$ cat config.mk
export PLATFORM = sky130hd
export DESIGN_NAME = uart_frame_tx
export DESIGN_NICKNAME = d
export VERILOG_FILES = /design/src/rtl/uart_frame_tx.sv
export SDC_FILE = /design/constraint.sdc
export NUM_CORES = 1
export LEC_CHECK = 0
export ABC_AREA = 1
export CORE_MARGIN = 2
export CORE_UTILIZATION = 47
export CTS_CLUSTER_DIAMETER = 60
export DETAILED_ROUTE_END_ITERATION = 10
export GPL_ROUTABILITY_DRIVEN = 0
export PLACE_DENSITY = 0.76
export SLEW_MARGIN = 0
export SYNTH_ARGS = -nofsm -noshare
export SYNTH_HDL_FRONTEND = slang
export SYNTH_SLANG_ARGS = --single-unit
export TNS_END_PERCENT = 20
$ cat constraint.sdc
create_clock -name CLK -period 1.75 [get_ports CLK]
set_input_delay 0.525 -clock CLK [delete_from_list [all_inputs] [get_ports CLK]]
set_output_delay 0.525 -clock CLK [all_outputs]
set_load 0.005 [all_outputs]
$ cat src/rtl/uart_frame_tx.sv
// uart_frame_tx
// Transmit-side framer for the debug link. Streams a dump of up to MAX_WORDS
// 32-bit words into the UART TX FIFO as:
//   HEADER, word count, words (MSB first), XOR checksum of all prior bytes.
//
// Ports:
//   CLK          system clock, rising edge
//   RESET        asynchronous, active-low reset (aborts any frame in flight)
//   I_START      one-cycle frame request, honoured only in IDLE
//   I_NUM_WORDS  requested word count, sampled with I_START, clamped to MAX_WORDS
//   O_WORD_IDX   index presented to the external word-source mux
//   I_WORD       word selected by O_WORD_IDX, valid in the same cycle
//   I_TX_FULL    UART TX FIFO full
//   O_WR_UART    byte write strobe into the UART TX FIFO
//   O_DATA_UART  byte being written, valid with O_WR_UART
//   O_BUSY       high while a frame is in progress (through the DONE cycle)
//   O_DONE       one-cycle pulse after the checksum byte has been written
module uart_frame_tx #(
  parameter int         MAX_WORDS = 128,
  parameter int         IDX_W     = 7,
  parameter logic [7:0] HEADER    = 8'hA5
) (
  input  logic             CLK,
  input  logic             RESET,
  input  logic             I_START,
  input  logic [7:0]       I_NUM_WORDS,
  output logic [IDX_W-1:0] O_WORD_IDX,
  input  logic [31:0]      I_WORD,
  input  logic             I_TX_FULL,
  output logic             O_WR_UART,
  output logic [7:0]       O_DATA_UART,
  output logic             O_BUSY,
  output logic             O_DONE
);

  typedef enum logic [2:0] {
    IDLE, HDR, CNT, FETCH, BYTE, CHK, DONE
  } state_e;

  localparam logic [7:0] MAX_CNT = 8'(MAX_WORDS);

  state_e           state_q, state_d;
  logic [IDX_W-1:0] idx_q, idx_d;
  logic [1:0]       byteCnt_q, byteCnt_d;
  logic [31:0]      wordReg_q, wordReg_d;
  logic [7:0]       chk_q, chk_d;
  logic [7:0]       count_q, count_d;

  logic             wrUart;
  logic [7:0]       dataUart;
  logic [7:0]       clampedCount;
  logic             lastWord;

  assign clampedCount = (I_NUM_WORDS > MAX_CNT) ? MAX_CNT : I_NUM_WORDS;
  assign lastWord     = (8'(idx_q) == (count_q - 8'd1));

  // State and datapath registers.
  always_ff @(posedge CLK or negedge RESET) begin
    if (!RESET) begin
      state_q   <= IDLE;
      idx_q     <= '0;
      byteCnt_q <= '0;
      wordReg_q <= '0;
      chk_q     <= '0;
      count_q   <= '0;
    end else begin
      state_q   <= state_d;
      idx_q     <= idx_d;
      byteCnt_q <= byteCnt_d;
      wordReg_q <= wordReg_d;
      chk_q     <= chk_d;
      count_q   <= count_d;
    end
  end

  // Next-state logic. Every sending state advances only in a cycle where the
  // byte is actually written (wrUart), so backpressure simply freezes the FSM.
  always_comb begin
    state_d   = state_q;
    idx_d     = idx_q;
    byteCnt_d = byteCnt_q;
    wordReg_d = wordReg_q;
    chk_d     = chk_q;
    count_d   = count_q;

    if (wrUart) begin
      chk_d = chk_q ^ dataUart;
    end

    case (state_q)
      IDLE: begin
        if (I_START) begin
          count_d = clampedCount;
          chk_d   = '0;
          idx_d   = '0;
          state_d = HDR;
        end
      end
      HDR: begin
        if (wrUart) state_d = CNT;
      end
      CNT: begin
        if (wrUart) begin
          if (count_q == 8'd0) begin
            state_d = CHK;
          end else begin
            idx_d   = '0;
            state_d = FETCH;
          end
        end
      end
      FETCH: begin
        wordReg_d = I_WORD;
        byteCnt_d = '0;
        state_d   = BYTE;
      end
      BYTE: begin
        if (wrUart) begin
          wordReg_d = {wordReg_q[23:0], 8'h00};
          byteCnt_d = byteCnt_q + 2'd1;
          if (byteCnt_q == 2'd3) begin
            if (lastWord) begin
              state_d = CHK;
            end else begin
              idx_d   = idx_q + 1'b1;
              state_d = FETCH;
            end
          end
        end
      end
      CHK: begin
        if (wrUart) state_d = DONE;
      end
      DONE: begin
        state_d = IDLE;
      end
      default: begin
        state_d = IDLE;
      end
    endcase
  end

  // Output logic. The byte comes from registered state only; the strobe is the
  // combinational inverse of FIFO-full in the sending states.
  always_comb begin
    wrUart   = 1'b0;
    dataUart = 8'h00;
    case (state_q)
      HDR: begin
        wrUart   = ~I_TX_FULL;
        dataUart = HEADER;
      end
      CNT: begin
        wrUart   = ~I_TX_FULL;
        dataUart = count_q;
      end
      BYTE: begin
        wrUart   = ~I_TX_FULL;
        dataUart = wordReg_q[31:24];
      end
      CHK: begin
        wrUart   = ~I_TX_FULL;
        dataUart = chk_q;
      end
      default: begin
        wrUart   = 1'b0;
        dataUart = 8'h00;
      end
    endcase
  end

  assign O_WR_UART   = wrUart;
  assign O_DATA_UART = dataUart;
  assign O_WORD_IDX  = idx_q;
  assign O_BUSY      = (state_q != IDLE);
  assign O_DONE      = (state_q == DONE);

endmodule
Word-level counts from Yosys, hierarchy flattened
Index checks and enable logic that the tools add are counted.
Widths: inputs -> output; s select.
{"block": "word_totals", "reg_bits": 60, "in_bits": 44, "out_inout_bits": 18, "wordCells": 64}
{"block": "op_classes", "n_addsub": 3, "magnitude_cmp": 1, "n_eq_ne": 16, "muxes": 26, "bitwise": 2, "reduce_logical": 10}
{"operator": "$pmux 32 s2", "count": 1}
{"operator": "$mux 7", "count": 6}
{"operator": "$mux 32", "count": 1}
{"operator": "$mux 8", "count": 4}
{"operator": "$pmux 8 s4", "count": 1}
{"operator": "$mux 3", "count": 8}
{"operator": "$pmux 7 s3", "count": 1}
{"operator": "$pmux 3 s6", "count": 1}
{"operator": "$ne 2x2->1 const B", "count": 8}
{"operator": "$eq 3x3->1 const B", "count": 3}
{"operator": "$eq 7x8->1", "count": 1}
{"operator": "$gt 8x8->1 const B", "count": 1}
{"operator": "$logic_not 8->1", "count": 1}
{"operator": "$sub 8x1->8 const B", "count": 1}
{"operator": "$xor 8x8->8", "count": 1}
{"operator": "$add 7x1->7 const B", "count": 1}
{"operator": "$reduce_and 7->1", "count": 1}
{"operator": "$eq 3x2->1 const B", "count": 2}
{"operator": "$reduce_and 6->1", "count": 1}
{"operator": "$reduce_bool 3->1", "count": 2}
{"operator": "$pmux 2 s2", "count": 1}
{"operator": "$reduce_and 2->1", "count": 2}
{"operator": "$reduce_or 4->1", "count": 1}
{"operator": "$eq 3x1->1 const B", "count": 1}
{"operator": "other kinds (7)", "count": 7}

Depth between registers and ports, before layout
{"block": "logic_depth", "ltp_word": 6, "mapped_depth": 13}

Worst setup path after synthesis
OpenSTA, ideal clock, no wires.
{"block": "synth_timing", "kind": "reg2reg", "startpoint": "register count_q[0]", "endpoint": "register state_q[1]", "setup_time_ns": 0.117, "arrival_ns": 1.515, "t_required_ns": 1.633, "path_slack_ns": 0.118, "path_stages_with_launch": 14, "n_path_buf": 0, "cell_sequence": "dfrtp_1 inv_1 ha_1 inv_1 nand2_1 nand3_1 nand2_1 nand2_1 nor2_1 nand3_1 nand2_1 nand2_1 nand2_1 nand2_1"}
{"block": "synth_between", "elab_chain_len": 6}
{"element": "from (decl)", "line_no": "47", "text": "logic [7:0] count_q, count_d;"}
{"element": "from (signal assigned)", "line_no": "72", "text": "count_q <= count_d;"}
{"element": "$sub 8x1->8", "line_no": "55", "text": "assign lastWord = (8'(idx_q) == (count_q - 8'd1));"}
{"element": "$eq 7x8->1", "line_no": "55"}
{"element": "$mux 3", "line_no": "122", "text": "if (lastWord) begin"}
{"element": "$mux 3", "line_no": "121", "text": "if (byteCnt_q == 2'd3) begin"}
{"element": "$mux 3", "line_no": "118", "text": "if (wrUart) begin"}
{"element": "$pmux 3 s6 *", "line_no": "90", "text": "case (state_q)"}
{"element": "to (signal assigned)", "line_no": "67", "text": "state_q <= state_d;"}
{"element": "to (decl)", "line_no": "42", "text": "state_e state_q, state_d;"}
Mark *: on every way between the ends. The rest lies on a longest branch, timed or not. The select of a mux whose other input is x is not followed.
A chain may end at the register's enable or synchronous reset.

Final worst setup path
{"block": "layout_timing", "startpoint": "register state_q[1]", "endpoint": "output port O_DATA_UART[6]"}
{"block": "layout_between", "elab_chain_len": 2}
{"element": "$eq 3x3->1 (tied with other cells)", "line_no": "148", "text": "case (state_q)"}
{"element": "$pmux 8 s4 *", "line_no": "148"}
{"element": "to (decl)", "line_no": "31", "text": "output logic [7:0] O_DATA_UART,"}
Mark *: on every way between the ends. The rest lies on a longest branch, timed or not.

==> impl_results.rst <==
.. list-table::
   :header-rows: 1

   * - Metric
     - Value
   * - Status
     - complete, but fails checks
   * - Violated checks
     - setup timing
   * - Leakage power of the design
     - between 0.002 and 0.0025 uW
   * - Diodes inserted
     - 0
   * - Most used flip-flop cell after synthesis
     - sky130_fd_sc_hd__dfrtp_1
   * - Required time of the critical path
     - around 1200 ps
   * - Via density per instance
     - 5.336
   * - Fin worst setup slack
     - -405.8 ps
   * - Maximum number of buffers from clock root to sink
     - 2
   * - Crit path kind
     - reg -> out
   * - Dominant combinational cell family by area after synthesis
     - simple AND/OR/NAND/NOR gates
   * - Height of the die
     - a little under 90 um
   * - Yosys synthesis warning count
     - 0
   * - Share of synthesized cell area in full adder, half adder and majority cells
     - under 10%
   * - Skew-Pair Late Insertion Delay
     - about 350 ps
   * - Number of clock sinks seen by CTS
     - 60
   * - Largest net degree at the start of global routing
     - 51
   * - Overall power
     - approximately 8000 uW
   * - Total overflow reported by the global router
     - 0
   * - Power density over the cells
     - approximately 1600 nW/um^2
   * - Unique cell type count in the Yosys netlist
     - 32
   * - Average cell area after synthesis
     - 7.547 sq um
   * - Cell accounting for the most synthesized area
     - sky130_fd_sc_hd__dfrtp_1
   * - Total clock buffers created by CTS
     - 9
   * - Post-synthesis mux area share
     - 0%
   * - Top cells by area in the synthesized netlist
     - sky130_fd_sc_hd__dfrtp_1, sky130_fd_sc_hd__nand2_1, sky130_fd_sc_hd__inv_1, sky130_fd_sc_hd__o21ai_0, sky130_fd_sc_hd__o211ai_1
   * - Clock-pin slew reported for the worst setup and hold paths after clock tree synthesis
     - ~70 ps
   * - Top cells by instance count after synthesis
     - sky130_fd_sc_hd__nand2_1, sky130_fd_sc_hd__dfrtp_1, sky130_fd_sc_hd__inv_1
   * - Worst endpoint data arrival time
     - ~1600 ps
   * - Xor/xnor cell area share of the yosys netlist
     - about 2.4%
   * - Combined global-route utilization of all metal layers
     - between 20% and 30%
   * - Sequential fraction of the synthesis area
     - approximately 45%
   * - Nets in the synthesized netlist
     - around 490
   * - Number of slew-limit violations in the final report
     - 0
   * - Layout cell share with drive strength beyond 1
     - 26.34%
   * - Placed cell count
     - roughly 630
   * - Worst-path fanout max
     - 6
   * - Yosys top cell area share
     - a little under half
   * - Number of max-cap violations
     - 0
   * - Effective utilization at floorplan
     - just under 50%
   * - First-pass DRT Iterations
     - 6
   * - Hold Vio Cnt, Final
     - 0
   * - Core Box Area
     - ~6800 sq um
   * - RSZ-0062 raised after global routing
     - true
   * - Critical Path Sink Type
     - output pin
   * - Layout Utilization
     - 73.06%
   * - Highest achievable clock rate
     - 463.9 MHz
   * - Post-detail-place hpwl
     - approximately 6200 um
   * - Category of the worst setup path launch point
     - register
   * - Vias in the first global route
     - ~3,200
   * - Total of buffers placed on input and output ports
     - 61
   * - Tightest Hold Check Type
     - in -> async
   * - Instance area at placement
     - ~4400 sq um
   * - Die extent in x
     - 87.87 um
   * - Total I/O pin count
     - between 60 and 70
   * - Clock tree from TritonCTS
     - yes
   * - Final critical path time including I/O delays and setup
     - around 2200 ps
   * - Floorplan die area
     - a little under 8000 sq um
   * - Antenna Nets Post-Route
     - 0
   * - Async SR Flop Fraction
     - between 90% and 100%
   * - Simple-gate share of the synthesized area
     - roughly 28%
   * - Post-synthesis instance area
     - 3306 sq um
   * - Worst hold slack
     - between 100 and 150 ps
   * - # setup viols final
     - 23
   * - Max Clock Skew
     - 9.504 ps
   * - Final standard cell area without fillers
     - ~5000 sq um
   * - CTS root buf
     - sky130_fd_sc_hd__clkbuf_8
   * - Depth of the most critical reg-to-reg path
     - 13
   * - Ratio of final minimum period to clock period
     - 123.2%
   * - Crit Reg-Reg Startpoint
     - state_q[0]
   * - Global-route wire length before repair
     - between 10,000 and 15,000 um
   * - FF-to-FF End
     - chk_q[2]
   * - DRC viols
     - 0
   * - Hold buffer count at cts
     - 0
   * - Iter 0 DRT Violations
     - about 190
   * - Core Rows
     - 30
   * - Area added between synthesis and finish
     - 50.15%
   * - Wire per inst
     - around 15 um
   * - Minimum setup slack among reg-to-reg paths
     - -340 ps
   * - Final WL
     - 9977 um
   * - Actual slew at the worst max-slew pin
     - a little under 500 ps
   * - Final Net Count
     - between 600 and 700
   * - Most instantiated library cell after synthesis
     - sky130_fd_sc_hd__nand2_1
   * - Mapped Cells
     - 438
   * - Overall via count from detail_route
     - between 3,000 and 4,000
   * - Number of cells in the finished layout apart from fillers
     - ~670
   * - Register bit count reported by yosys
     - 60
   * - Fraction of the mapped netlist area in compound gates
     - between 10 and 15%
   * - Maximum VDD drop
     - around 870 uV
   * - Headroom to the max-slew limit
     - approximately two thirds
   * - Number of H-tree levels
     - 3
   * - Antenna violations before repair
     - 0
   * - Number of enable-type register cells in the synthesized netlist
     - 0
## worst max path at each step
stage                          end  startpoint  cells past startpoint  slack [ps]
finish              O_DATA_UART[6]  state_q[1]                      5        -410
global route        O_DATA_UART[6]  state_q[1]                      5        -460
CTS                 O_DATA_UART[5]  state_q[0]                      6        -360
detailed placement       O_WR_UART   I_TX_FULL                      5        -530
global placement         O_WR_UART   I_TX_FULL                      5        -510
floorplan               state_q[1]  count_q[0]                     13         120
## report_power, final
| part | switching, uW | total [uW] | internal, uW |
|---|---|---|---|
| registers | 352 | 2320 | 1960 |
| clock network | 563 | 1140 | 577 |
| logic | 2430 | 4550 | 2120 |
| total | 3340 | 8010 | 4660 |
## cell families after synthesis
| group | after synthesis |
|---|---|
| AND/OR/NAND/NOR | 217 |
| AO/OA/AOI/OAI | 84 |
| buffers and inverters | 64 |
| flip-flops | 60 |
| XOR/XNOR | 9 |
| adder cells (fa/ha/maj) | 4 |
## cell usage in the layout (no fill, tap or decap), types with 7 or more instances in the layout
| cell type | Yosys | layout |
|---|---|---|
| sky130_fd_sc_hd__nand2_1 | 143 | 136 |
| sky130_fd_sc_hd__buf_4 | 2 | 60 |
| sky130_fd_sc_hd__dfrtp_1 | 60 | 51 |
| sky130_fd_sc_hd__clkdlybuf4s50_1 | 0 | 42 |
| sky130_fd_sc_hd__inv_1 | 45 | 41 |
| sky130_fd_sc_hd__o21ai_0 | 32 | 29 |
| sky130_fd_sc_hd__nor2_1 | 29 | 22 |
| sky130_fd_sc_hd__o211ai_1 | 19 | 19 |
| sky130_fd_sc_hd__nand3_1 | 14 | 13 |
| sky130_fd_sc_hd__clkbuf_8 | 0 | 11 |
| sky130_fd_sc_hd__buf_2 | 8 | 11 |
| sky130_fd_sc_hd__a21oi_1 | 10 | 10 |
| sky130_fd_sc_hd__dfrtp_2 | 0 | 9 |
| sky130_fd_sc_hd__a31oi_1 | 9 | 9 |
| sky130_fd_sc_hd__o21ai_1 | 8 | 8 |
| sky130_fd_sc_hd__dlygate4sd2_1 | 0 | 8 |
| sky130_fd_sc_hd__inv_2 | 6 | 7 |
| sky130_fd_sc_hd__xor2_1 | 7 | 7 |
| sky130_fd_sc_hd__nand4_1 | 7 | 7 |
| sky130_fd_sc_hd__buf_6 | 0 | 7 |
## critical path, cell delays in order, from the launching register on
cell and delay [ps]:
sky130_fd_sc_hd__dfrtp_2 450, sky130_fd_sc_hd__nor2_4 170, sky130_fd_sc_hd__nand2_4 120, sky130_fd_sc_hd__buf_4 160
sky130_fd_sc_hd__o211ai_1 220, sky130_fd_sc_hd__buf_2 160
## per-layer routing
layer | vias up | global-route usage [%] | wire, um
met5 | - | 0 | 0
met4 | 0 | 6.294 | 216
met3 | 29 | 6.221 | 660
met2 | 161 | 42.84 | 5116
met1 | 1697 | 30.55 | 3983
li1 | 1704 | - | -
## layout make-up
class / count / area [sq um]
clock buffers: 11 / 151.4
clock inverters: 4 / 25.02
fillers: 530 / 1831
inverters: 51 / 203.9
multi-input cells: 314 / 1680
flip-flops and latches: 60 / 1513
well taps: 96 / 120.1
repair buffers: 137 / 1270
## registers in the layout (all words and copies together), names as in the netlist
register    flops
O_WORD_IDX      7
state_q         3
count_q         8
byteCnt_q       2
chk_q           8
wordReg_q      32
## timing repair
action / CTS / global route
gates cloned: 0 / 3
resized for setup: 67 / 45
buffers inserted: 18 / 8
endpoints found under the setup margin: 61 / 66
pin swaps: 12 / 21
## per-stage QoR
step / TNS (ps) / setup WS [ps]
after floorplan: 0 / 118.3
after global placement: -13700 / -509.3
after detailed placement: -15100 / -532.0
after CTS: -9844 / -355.3
after global routing: -8636 / -462.8
final: -6371 / -405.8
Power figures use the tool's default switching activity.
